==> src/rtl/mips_multicycle_control_if.sv <==
// Signal bundle between the multicycle control FSM and the MIPS datapath.
// The control FSM uses the master side; the datapath uses the slave side.
interface mips_multicycle_control_if;
    logic [5:0] Op;
    logic       Zero;
    logic       MemReady;
    logic       IorD;
    logic       ALUSrcA;
    logic       RegDst;
    logic       MemtoReg;
    logic [1:0] ALUSrcB;
    logic [1:0] PCSrc;
    logic [1:0] ALUOp;
    logic       IRWrite;
    logic       MemWrite;
    logic       RegWrite;
    logic       PCWrite;
    logic       Branch;
    logic       PCEn;
    logic       IllegalOp;
    logic [3:0] State;

    modport master (
        input  Op, Zero, MemReady,
        output IorD, ALUSrcA, RegDst, MemtoReg, ALUSrcB, PCSrc, ALUOp,
               IRWrite, MemWrite, RegWrite, PCWrite, Branch, PCEn,
               IllegalOp, State
    );

    modport slave (
        output Op, Zero, MemReady,
        input  IorD, ALUSrcA, RegDst, MemtoReg, ALUSrcB, PCSrc, ALUOp,
               IRWrite, MemWrite, RegWrite, PCWrite, Branch, PCEn,
               IllegalOp, State
    );
endinterface

==> src/rtl/mips_multicycle_control.sv <==
// Main control FSM for the multicycle MIPS datapath (lw, sw, R-type, beq, addi, j).
// Moore outputs decoded from the current state, with a ready handshake toward memory.
module mips_multicycle_control (
    input  logic                              clk,
    input  logic                              reset_n,
    mips_multicycle_control_if.master         bus
);

    localparam logic [5:0] OP_RTYPE = 6'b000000;
    localparam logic [5:0] OP_LW    = 6'b100011;
    localparam logic [5:0] OP_SW    = 6'b101011;
    localparam logic [5:0] OP_BEQ   = 6'b000100;
    localparam logic [5:0] OP_ADDI  = 6'b001000;
    localparam logic [5:0] OP_J     = 6'b000010;

    typedef enum logic [3:0] {
        S_FETCH    = 4'd0,
        S_DECODE   = 4'd1,
        S_MEMADR   = 4'd2,
        S_MEMREAD  = 4'd3,
        S_MEMWB    = 4'd4,
        S_MEMWRITE = 4'd5,
        S_EXECUTE  = 4'd6,
        S_ALUWB    = 4'd7,
        S_BRANCH   = 4'd8,
        S_ADDIEX   = 4'd9,
        S_ADDIWB   = 4'd10,
        S_JUMP     = 4'd11,
        S_ILLEGAL  = 4'd12
    } state_t;

    state_t     state_r;
    state_t     state_next_s;
    state_t     out_state_s;

    logic       iord_s;
    logic       alusrca_s;
    logic       regdst_s;
    logic       memtoreg_s;
    logic [1:0] alusrcb_s;
    logic [1:0] pcsrc_s;
    logic [1:0] aluop_s;
    logic       irwrite_s;
    logic       memwrite_s;
    logic       regwrite_s;
    logic       pcwrite_s;
    logic       branch_s;
    logic       illegalop_s;

    // Dispatch target chosen in Decode from the opcode field.
    function automatic state_t decode_dispatch(input logic [5:0] op);
        state_t nxt;
        case (op)
            OP_LW, OP_SW: nxt = S_MEMADR;
            OP_RTYPE:     nxt = S_EXECUTE;
            OP_BEQ:       nxt = S_BRANCH;
            OP_ADDI:      nxt = S_ADDIEX;
            OP_J:         nxt = S_JUMP;
            default:      nxt = S_ILLEGAL;
        endcase
        return nxt;
    endfunction

    // State register with synchronous active-low reset.
    always_ff @(posedge clk) begin
        if (!reset_n) begin
            state_r <= S_FETCH;
        end else begin
            state_r <= state_next_s;
        end
    end

    // Next-state logic; memory states hold until MemReady.
    always_comb begin
        state_next_s = S_FETCH;
        case (state_r)
            S_FETCH:    state_next_s = bus.MemReady ? S_DECODE : S_FETCH;
            S_DECODE:   state_next_s = decode_dispatch(bus.Op);
            S_MEMADR: begin
                if (bus.Op == OP_LW) begin
                    state_next_s = S_MEMREAD;
                end else if (bus.Op == OP_SW) begin
                    state_next_s = S_MEMWRITE;
                end else begin
                    state_next_s = S_ILLEGAL;
                end
            end
            S_MEMREAD:  state_next_s = bus.MemReady ? S_MEMWB : S_MEMREAD;
            S_MEMWB:    state_next_s = S_FETCH;
            S_MEMWRITE: state_next_s = bus.MemReady ? S_FETCH : S_MEMWRITE;
            S_EXECUTE:  state_next_s = S_ALUWB;
            S_ALUWB:    state_next_s = S_FETCH;
            S_BRANCH:   state_next_s = S_FETCH;
            S_ADDIEX:   state_next_s = S_ADDIWB;
            S_ADDIWB:   state_next_s = S_FETCH;
            S_JUMP:     state_next_s = S_FETCH;
            S_ILLEGAL:  state_next_s = S_FETCH;
            default:    state_next_s = S_FETCH;
        endcase
    end

    // Moore output decode; during reset the selects show their Fetch values.
    always_comb begin
        iord_s      = 1'b0;
        alusrca_s   = 1'b0;
        regdst_s    = 1'b0;
        memtoreg_s  = 1'b0;
        alusrcb_s   = 2'b00;
        pcsrc_s     = 2'b00;
        aluop_s     = 2'b00;
        irwrite_s   = 1'b0;
        memwrite_s  = 1'b0;
        regwrite_s  = 1'b0;
        pcwrite_s   = 1'b0;
        branch_s    = 1'b0;
        illegalop_s = 1'b0;
        out_state_s = reset_n ? state_r : S_FETCH;
        case (out_state_s)
            S_FETCH: begin
                alusrcb_s = 2'b01;
                irwrite_s = bus.MemReady;
                pcwrite_s = bus.MemReady;
            end
            S_DECODE: begin
                alusrcb_s = 2'b11;
            end
            S_MEMADR: begin
                alusrca_s = 1'b1;
                alusrcb_s = 2'b10;
            end
            S_MEMREAD: begin
                iord_s = 1'b1;
            end
            S_MEMWB: begin
                memtoreg_s = 1'b1;
                regwrite_s = 1'b1;
            end
            S_MEMWRITE: begin
                iord_s     = 1'b1;
                memwrite_s = 1'b1;
            end
            S_EXECUTE: begin
                alusrca_s = 1'b1;
                aluop_s   = 2'b10;
            end
            S_ALUWB: begin
                regdst_s   = 1'b1;
                regwrite_s = 1'b1;
            end
            S_BRANCH: begin
                alusrca_s = 1'b1;
                aluop_s   = 2'b01;
                pcsrc_s   = 2'b01;
                branch_s  = 1'b1;
            end
            S_ADDIEX: begin
                alusrca_s = 1'b1;
                alusrcb_s = 2'b10;
            end
            S_ADDIWB: begin
                regwrite_s = 1'b1;
            end
            S_JUMP: begin
                pcsrc_s   = 2'b10;
                pcwrite_s = 1'b1;
            end
            S_ILLEGAL: begin
                illegalop_s = 1'b1;
            end
            default: begin
                alusrcb_s = 2'b00;
            end
        endcase
    end

    assign bus.IorD      = iord_s;
    assign bus.ALUSrcA   = alusrca_s;
    assign bus.RegDst    = regdst_s;
    assign bus.MemtoReg  = memtoreg_s;
    assign bus.ALUSrcB   = alusrcb_s;
    assign bus.PCSrc     = pcsrc_s;
    assign bus.ALUOp     = aluop_s;
    // Enables are gated by reset so an aborted instruction cannot write anything.
    assign bus.IRWrite   = irwrite_s   & reset_n;
    assign bus.MemWrite  = memwrite_s  & reset_n;
    assign bus.RegWrite  = regwrite_s  & reset_n;
    assign bus.PCWrite   = pcwrite_s   & reset_n;
    assign bus.Branch    = branch_s    & reset_n;
    assign bus.IllegalOp = illegalop_s & reset_n;
    assign bus.PCEn      = (pcwrite_s | (branch_s & bus.Zero)) & reset_n;
    assign bus.State     = state_r;

endmodule
==> src/flat_wrapper.sv <==
// flat-port wrapper written by rule: the top's interface ports become plain ports
module mips_multicycle_control_flat 
  (clk, reset_n, bus_Op, bus_Zero, bus_MemReady, bus_IorD, bus_ALUSrcA, bus_RegDst, bus_MemtoReg, bus_ALUSrcB, bus_PCSrc, bus_ALUOp, bus_IRWrite, bus_MemWrite, bus_RegWrite, bus_PCWrite, bus_Branch, bus_PCEn, bus_IllegalOp, bus_State);
  mips_multicycle_control_if bus_i ();
  input  logic clk;
  input  logic reset_n;
  input wire logic [$bits(bus_i.Op)-1:0] bus_Op;
  input wire logic [$bits(bus_i.Zero)-1:0] bus_Zero;
  input wire logic [$bits(bus_i.MemReady)-1:0] bus_MemReady;
  output wire logic [$bits(bus_i.IorD)-1:0] bus_IorD;
  output wire logic [$bits(bus_i.ALUSrcA)-1:0] bus_ALUSrcA;
  output wire logic [$bits(bus_i.RegDst)-1:0] bus_RegDst;
  output wire logic [$bits(bus_i.MemtoReg)-1:0] bus_MemtoReg;
  output wire logic [$bits(bus_i.ALUSrcB)-1:0] bus_ALUSrcB;
  output wire logic [$bits(bus_i.PCSrc)-1:0] bus_PCSrc;
  output wire logic [$bits(bus_i.ALUOp)-1:0] bus_ALUOp;
  output wire logic [$bits(bus_i.IRWrite)-1:0] bus_IRWrite;
  output wire logic [$bits(bus_i.MemWrite)-1:0] bus_MemWrite;
  output wire logic [$bits(bus_i.RegWrite)-1:0] bus_RegWrite;
  output wire logic [$bits(bus_i.PCWrite)-1:0] bus_PCWrite;
  output wire logic [$bits(bus_i.Branch)-1:0] bus_Branch;
  output wire logic [$bits(bus_i.PCEn)-1:0] bus_PCEn;
  output wire logic [$bits(bus_i.IllegalOp)-1:0] bus_IllegalOp;
  output wire logic [$bits(bus_i.State)-1:0] bus_State;
  assign bus_i.Op = bus_Op;
  assign bus_i.Zero = bus_Zero;
  assign bus_i.MemReady = bus_MemReady;
  assign bus_IorD = bus_i.IorD;
  assign bus_ALUSrcA = bus_i.ALUSrcA;
  assign bus_RegDst = bus_i.RegDst;
  assign bus_MemtoReg = bus_i.MemtoReg;
  assign bus_ALUSrcB = bus_i.ALUSrcB;
  assign bus_PCSrc = bus_i.PCSrc;
  assign bus_ALUOp = bus_i.ALUOp;
  assign bus_IRWrite = bus_i.IRWrite;
  assign bus_MemWrite = bus_i.MemWrite;
  assign bus_RegWrite = bus_i.RegWrite;
  assign bus_PCWrite = bus_i.PCWrite;
  assign bus_Branch = bus_i.Branch;
  assign bus_PCEn = bus_i.PCEn;
  assign bus_IllegalOp = bus_i.IllegalOp;
  assign bus_State = bus_i.State;
  mips_multicycle_control u_core (.clk(clk), .reset_n(reset_n), .bus(bus_i));
endmodule
==> config.mk <==
export PLATFORM = sky130hd
export DESIGN_NAME = mips_multicycle_control_flat
export DESIGN_NICKNAME = d
export VERILOG_FILES = /design/src/rtl/mips_multicycle_control_if.sv /design/src/rtl/mips_multicycle_control.sv /design/src/flat_wrapper.sv
export SDC_FILE = /design/constraint.sdc
export NUM_CORES = 1
export LEC_CHECK = 0
export BUFFER_PORTS_ARGS = -buffer_cell sky130_fd_sc_hd__buf_2
export CAP_MARGIN = 20
export CORE_UTILIZATION = 35
export DETAILED_ROUTE_END_ITERATION = 10
export PLACE_DENSITY_LB_ADDON = 0.2
export SYNTH_ARGS = -nofsm -noshare
export SYNTH_HDL_FRONTEND = slang
export SYNTH_SLANG_ARGS = --single-unit
==> constraint.sdc <==
create_clock -name clk -period 3.5 [get_ports clk]
set_input_delay 0.35 -clock clk [delete_from_list [all_inputs] [get_ports clk]]
set_output_delay 0.35 -clock clk [all_outputs]
set_load 0.02 [all_outputs]
==> impl_metrics.prom <==
# TYPE chip_impl_metric gauge
chip_impl_metric{name="area.growth.synth_to_final",unit="%"} 29.7
chip_impl_metric{name="drc",unit=""} 0
chip_impl_metric{name="ir_worst_vdd",unit="uV"} 148
chip_impl_metric{name="total_switching_power",unit="uW"} 78.9
chip_impl_metric{name="grt_max_degree",unit=""} 22
chip_impl_metric{name="maxCapViolCount",unit=""} 0
chip_impl_metric{name="cts_buffers",unit=""} 3
chip_impl_metric{name="wire_length_of_the_first_global_routing_pass",unit="mm"} 2.37
chip_impl_metric{name="detailedRoute.firstIterationViolations",unit=""} 22
chip_impl_metric{name="cts_repair_resize_count",unit=""} 0
chip_impl_info{name="r2r_start",value="u_core.bus.State[0]"} 1
chip_impl_metric{name="place_congestion",unit=""} 0.809
chip_impl_metric{name="switching_share",unit="%"} 40.1
chip_impl_metric{name="route.antenna.remaining_nets",unit=""} 0
chip_impl_info{name="cpMaxStageDelayCell",value="sky130_fd_sc_hd__dfxtp_1"} 1
chip_impl_metric{name="clock_sink_count",unit=""} 4
chip_impl_metric{name="yosysUniqueCellTypes",unit=""} 31
chip_impl_info{name="startpoint",value="u_core.bus.State[1]"} 1
chip_impl_info{name="timing.critical_path.cells",value="inv_1 -> or3_1 -> a21oi_1 -> buf_2"} 1
chip_impl_info{name="synth_flop_cell",value="sky130_fd_sc_hd__dfxtp_1"} 1
chip_impl_metric{name="largest_register_ff_count",unit=""} 4
chip_impl_metric{name="setup_violations",unit=""} 0
chip_impl_metric{name="chipWidth",unit="um"} 41.4
chip_impl_metric{name="dp_wirelength",unit="mm"} 1.09
chip_impl_metric{name="n_fill_cell",unit=""} 147
chip_impl_metric{name="path_clk_slew",unit="ps"} 40
chip_impl_metric{name="synth_cells",unit=""} 89
chip_impl_metric{name="synth-seq-area-share",unit="%"} 14.7
chip_impl_metric{name="power.clock.fraction",unit="%"} 28.2
chip_impl_metric{name="die_h",unit="um"} 41.4
chip_impl_metric{name="first_pass_iters",unit=""} 4
chip_impl_metric{name="final_max_tran_viols",unit=""} 0
chip_impl_metric{name="ratio_of_final_minimum_period_to_clock_period",unit="%"} 59.8
chip_impl_metric{name="finalCriticalPeriod",unit="ps"} 2090
chip_impl_metric{name="worstPathBufferInverterCount",unit=""} 2
chip_impl_metric{name="postSynthAreaPerCell",unit="um^2"} 6.10
chip_impl_metric{name="diodes",unit=""} 0
chip_impl_info{name="mostFrequentLayoutCell",value="sky130_fd_sc_hd__buf_2"} 1
chip_impl_metric{name="post-cts-setup-buffer-count",unit=""} 0
chip_impl_metric{name="wl",unit="mm"} 1.49
chip_impl_metric{name="path_depth",unit=""} 4
chip_impl_metric{name="antenna_violations_before_repair",unit=""} 0
chip_impl_metric{name="final_hold_viol_count",unit=""} 0
chip_impl_info{name="hold_crit_start",value="bus_Op[5]"} 1
chip_impl_info{name="reg2reg_to",value="u_core.bus.State[2]"} 1
chip_impl_metric{name="seq_power_share",unit="%"} 32.6
chip_impl_metric{name="timing.clock.skew",unit="ps"} 5.68
chip_impl_metric{name="gr-usage-all-layers",unit="%"} 20.2
chip_impl_info{name="timing.hold.worst.class",value="input port to flop"} 1
chip_impl_info{name="layout_common_cells",value="sky130_fd_sc_hd__buf_2, sky130_fd_sc_hd__nor2_1, sky130_fd_sc_hd__a21oi_1"} 1
chip_impl_metric{name="floorplan.rows",unit=""} 13
chip_impl_metric{name="total_leakage_power",unit="uW"} 0.000313
chip_impl_info{name="clockRootBuffer",value="sky130_fd_sc_hd__clkbuf_4"} 1
chip_impl_metric{name="number_of_levels_in_the_clock_h_tree",unit=""} 1
chip_impl_metric{name="rr_worst_depth",unit=""} 4
chip_impl_info{name="critPathKind",value="flop to primary output"} 1
chip_impl_metric{name="viasPerCell",unit=""} 5.60
chip_impl_metric{name="max_slew.worst_pin.slew",unit="ps"} 599
chip_impl_metric{name="critical_path_arrival",unit="ps"} 1740
chip_impl_metric{name="layout-drive-gt1-share",unit="%"} 29.6
chip_impl_metric{name="mappedNetlistNets",unit=""} 99
chip_impl_metric{name="worst_r2r_setup_slack",unit="ps"} 1720
chip_impl_metric{name="wire_per_inst",unit="um"} 11.4
chip_impl_metric{name="asyncSetResetFlopFracSynth",unit="%"} 0
chip_impl_metric{name="yosys_register_bits",unit=""} 4
chip_impl_info{name="critical-path-top-delay-family",value="flip-flops"} 1
chip_impl_info{name="tritoncts_clock_tree",value="built"} 1
chip_impl_metric{name="comb_power_share",unit="%"} 39.1
chip_impl_metric{name="i_o_pins",unit=""} 31
chip_impl_metric{name="fin_nets",unit=""} 127
chip_impl_metric{name="required_time_reported_for_the_critical_path_endpoint",unit="ps"} 3150
chip_impl_metric{name="final_hold_slack",unit="ps"} 506
chip_impl_metric{name="crit_path_max_incr_delay",unit="ps"} 640
chip_impl_metric{name="max-clock-path-buffers",unit=""} 2
chip_impl_info{name="start_kind",value="flop"} 1
chip_impl_metric{name="synth_enable_flop_cells",unit=""} 0
chip_impl_metric{name="port_bufs",unit=""} 30
chip_impl_metric{name="vias",unit=""} 728
chip_impl_metric{name="ys_warn_count",unit=""} 0
chip_impl_metric{name="critical_path_peak_fanout",unit=""} 17
chip_impl_info{name="grt_setup_unrepaired",value="false"} 1
chip_impl_metric{name="final.setup.tns",unit="ps"} 0
chip_impl_metric{name="maxSlewHeadroom",unit="%"} 60.0
chip_impl_metric{name="clk_latency",unit="ps"} 230
chip_impl_metric{name="first_global_vias",unit=""} 566
chip_impl_info{name="critical_path.endpoint_type",value="primary output"} 1
chip_impl_metric{name="syn_area",unit="um^2"} 543
chip_impl_info{name="critPathCapture",value="bus_ALUSrcB[1]"} 1
chip_impl_metric{name="powerDensity",unit="nW/um^2"} 279
chip_impl_metric{name="full_die_area",unit="um^2"} 1710
chip_impl_metric{name="ctsHoldBuffers",unit=""} 0
chip_impl_metric{name="gr-total-overflow",unit=""} 0
chip_impl_metric{name="p_int",unit="uW"} 118
chip_impl_info{name="outcome",value="complete, no violations"} 1
chip_impl_metric{name="max_freq",unit="MHz"} 478
chip_impl_metric{name="floorplan.initialDensity",unit="%"} 39.7
chip_impl_metric{name="floorplan.core_area",unit="um^2"} 1370
==> how the worst min path moves through the flow <==
stage                     endpoint  slack, ps  depth (start not counted)
2_1_floorplan  u_core.bus.State[1]        590                          3
3_3_place_gp   u_core.bus.State[3]        740                          2
3_5_place_dp   u_core.bus.State[1]        750                          4
4_1_cts        u_core.bus.State[1]        500                          4
5_1_grt        u_core.bus.State[1]        550                          4
6_report       u_core.bus.State[1]        510                          4
==> cells in the mapped netlist, types with 2 or more instances <==
library cell	instances	area share, %
sky130_fd_sc_hd__a211oi_1	2	2.8
sky130_fd_sc_hd__a21oi_1	7	6.5
sky130_fd_sc_hd__a31oi_1	3	3.5
sky130_fd_sc_hd__clkbuf_1	5	3.5
sky130_fd_sc_hd__dfxtp_1	4	15
sky130_fd_sc_hd__inv_1	4	2.8
sky130_fd_sc_hd__nand2_1	6	4.1
sky130_fd_sc_hd__nand2b_1	3	3.5
sky130_fd_sc_hd__nand3_1	4	3.7
sky130_fd_sc_hd__nand3b_1	3	4.1
sky130_fd_sc_hd__nor2_1	13	9.0
sky130_fd_sc_hd__nor2b_1	2	2.3
sky130_fd_sc_hd__nor3_1	4	3.7
sky130_fd_sc_hd__o21ai_0	4	3.7
sky130_fd_sc_hd__o21ai_1	3	2.8
sky130_fd_sc_hd__o31ai_1	2	2.8
sky130_fd_sc_hd__or3_1	4	4.6
sky130_fd_sc_hd__or4_1	2	2.8
sky130_fd_sc_hd__xnor2_1	2	3.2
==> cells by family (layout without fill, tap and decap cells) <==
kind of cell              count (synthesis)  after routing  synth area share [%]
and+or+nand+nor                          44             44                  41.9
xor gates and xnor gates                  2              2                  3.23
DFF                                       4              4                  14.7
AOI/OAI and AO/OA                        27             27                  31.1
buffers and inverters                    12             38                  8.98
==> worst reg2reg max path: cells and delay by family (launching register included) <==
family | cells | cell delay [ps]
DFF | 1 | 490
and+or+nand+nor | 2 | 880
AOI/OAI and AO/OA | 2 | 280
==> per-stage QoR <==
stage	util [%]	instance area [um^2]	setup slack, ps	power, uW	instances
finish	51.6	704	1410	197	130
floorplan	-	543	1540	116	89
global route	51.6	704	1290	215	130
global placement	49.9	682	1710	141	127
detailed placement	49.9	682	1670	141	127
CTS	51.6	704	1410	198	130
==> routing by layer <==
metal / up-vias / part of all wire, % / GRT usage (%)
met5: - / 0 / 0
met4: 0 / 0.67 / 4.84
met3: 2 / 5.9 / 3.19
met2: 27 / 44 / 33.2
met1: 317 / 49 / 27.4
li1: 382 / - / -
==> power by group through the flow <==
stage / clock (uW) / combinational [uW] / sequential (uW)
4_1_cts: 56.5 / 77.7 / 63.4
3_3_place_gp: 0 / 77.5 / 63.8
3_5_place_dp: 0 / 77.4 / 64.1
5_1_grt: 61.9 / 87.4 / 65.4
2_1_floorplan: 0 / 59.1 / 57.2
6_report: 55.5 / 76.9 / 64.1
==> layout make-up <==
class | instances | area, um^2 | share of cell area (%)
multi-input combinational | 73 | 414 | 58.8
timing repair buffer | 30 | 150 | 21.3
sequential | 4 | 80.1 | 11.4
clock buffer | 3 | 22.5 | 3.20
inverter | 5 | 18.8 | 2.66
tap | 15 | 18.8 | 2.66
Power figures use the tool's default switching activity.
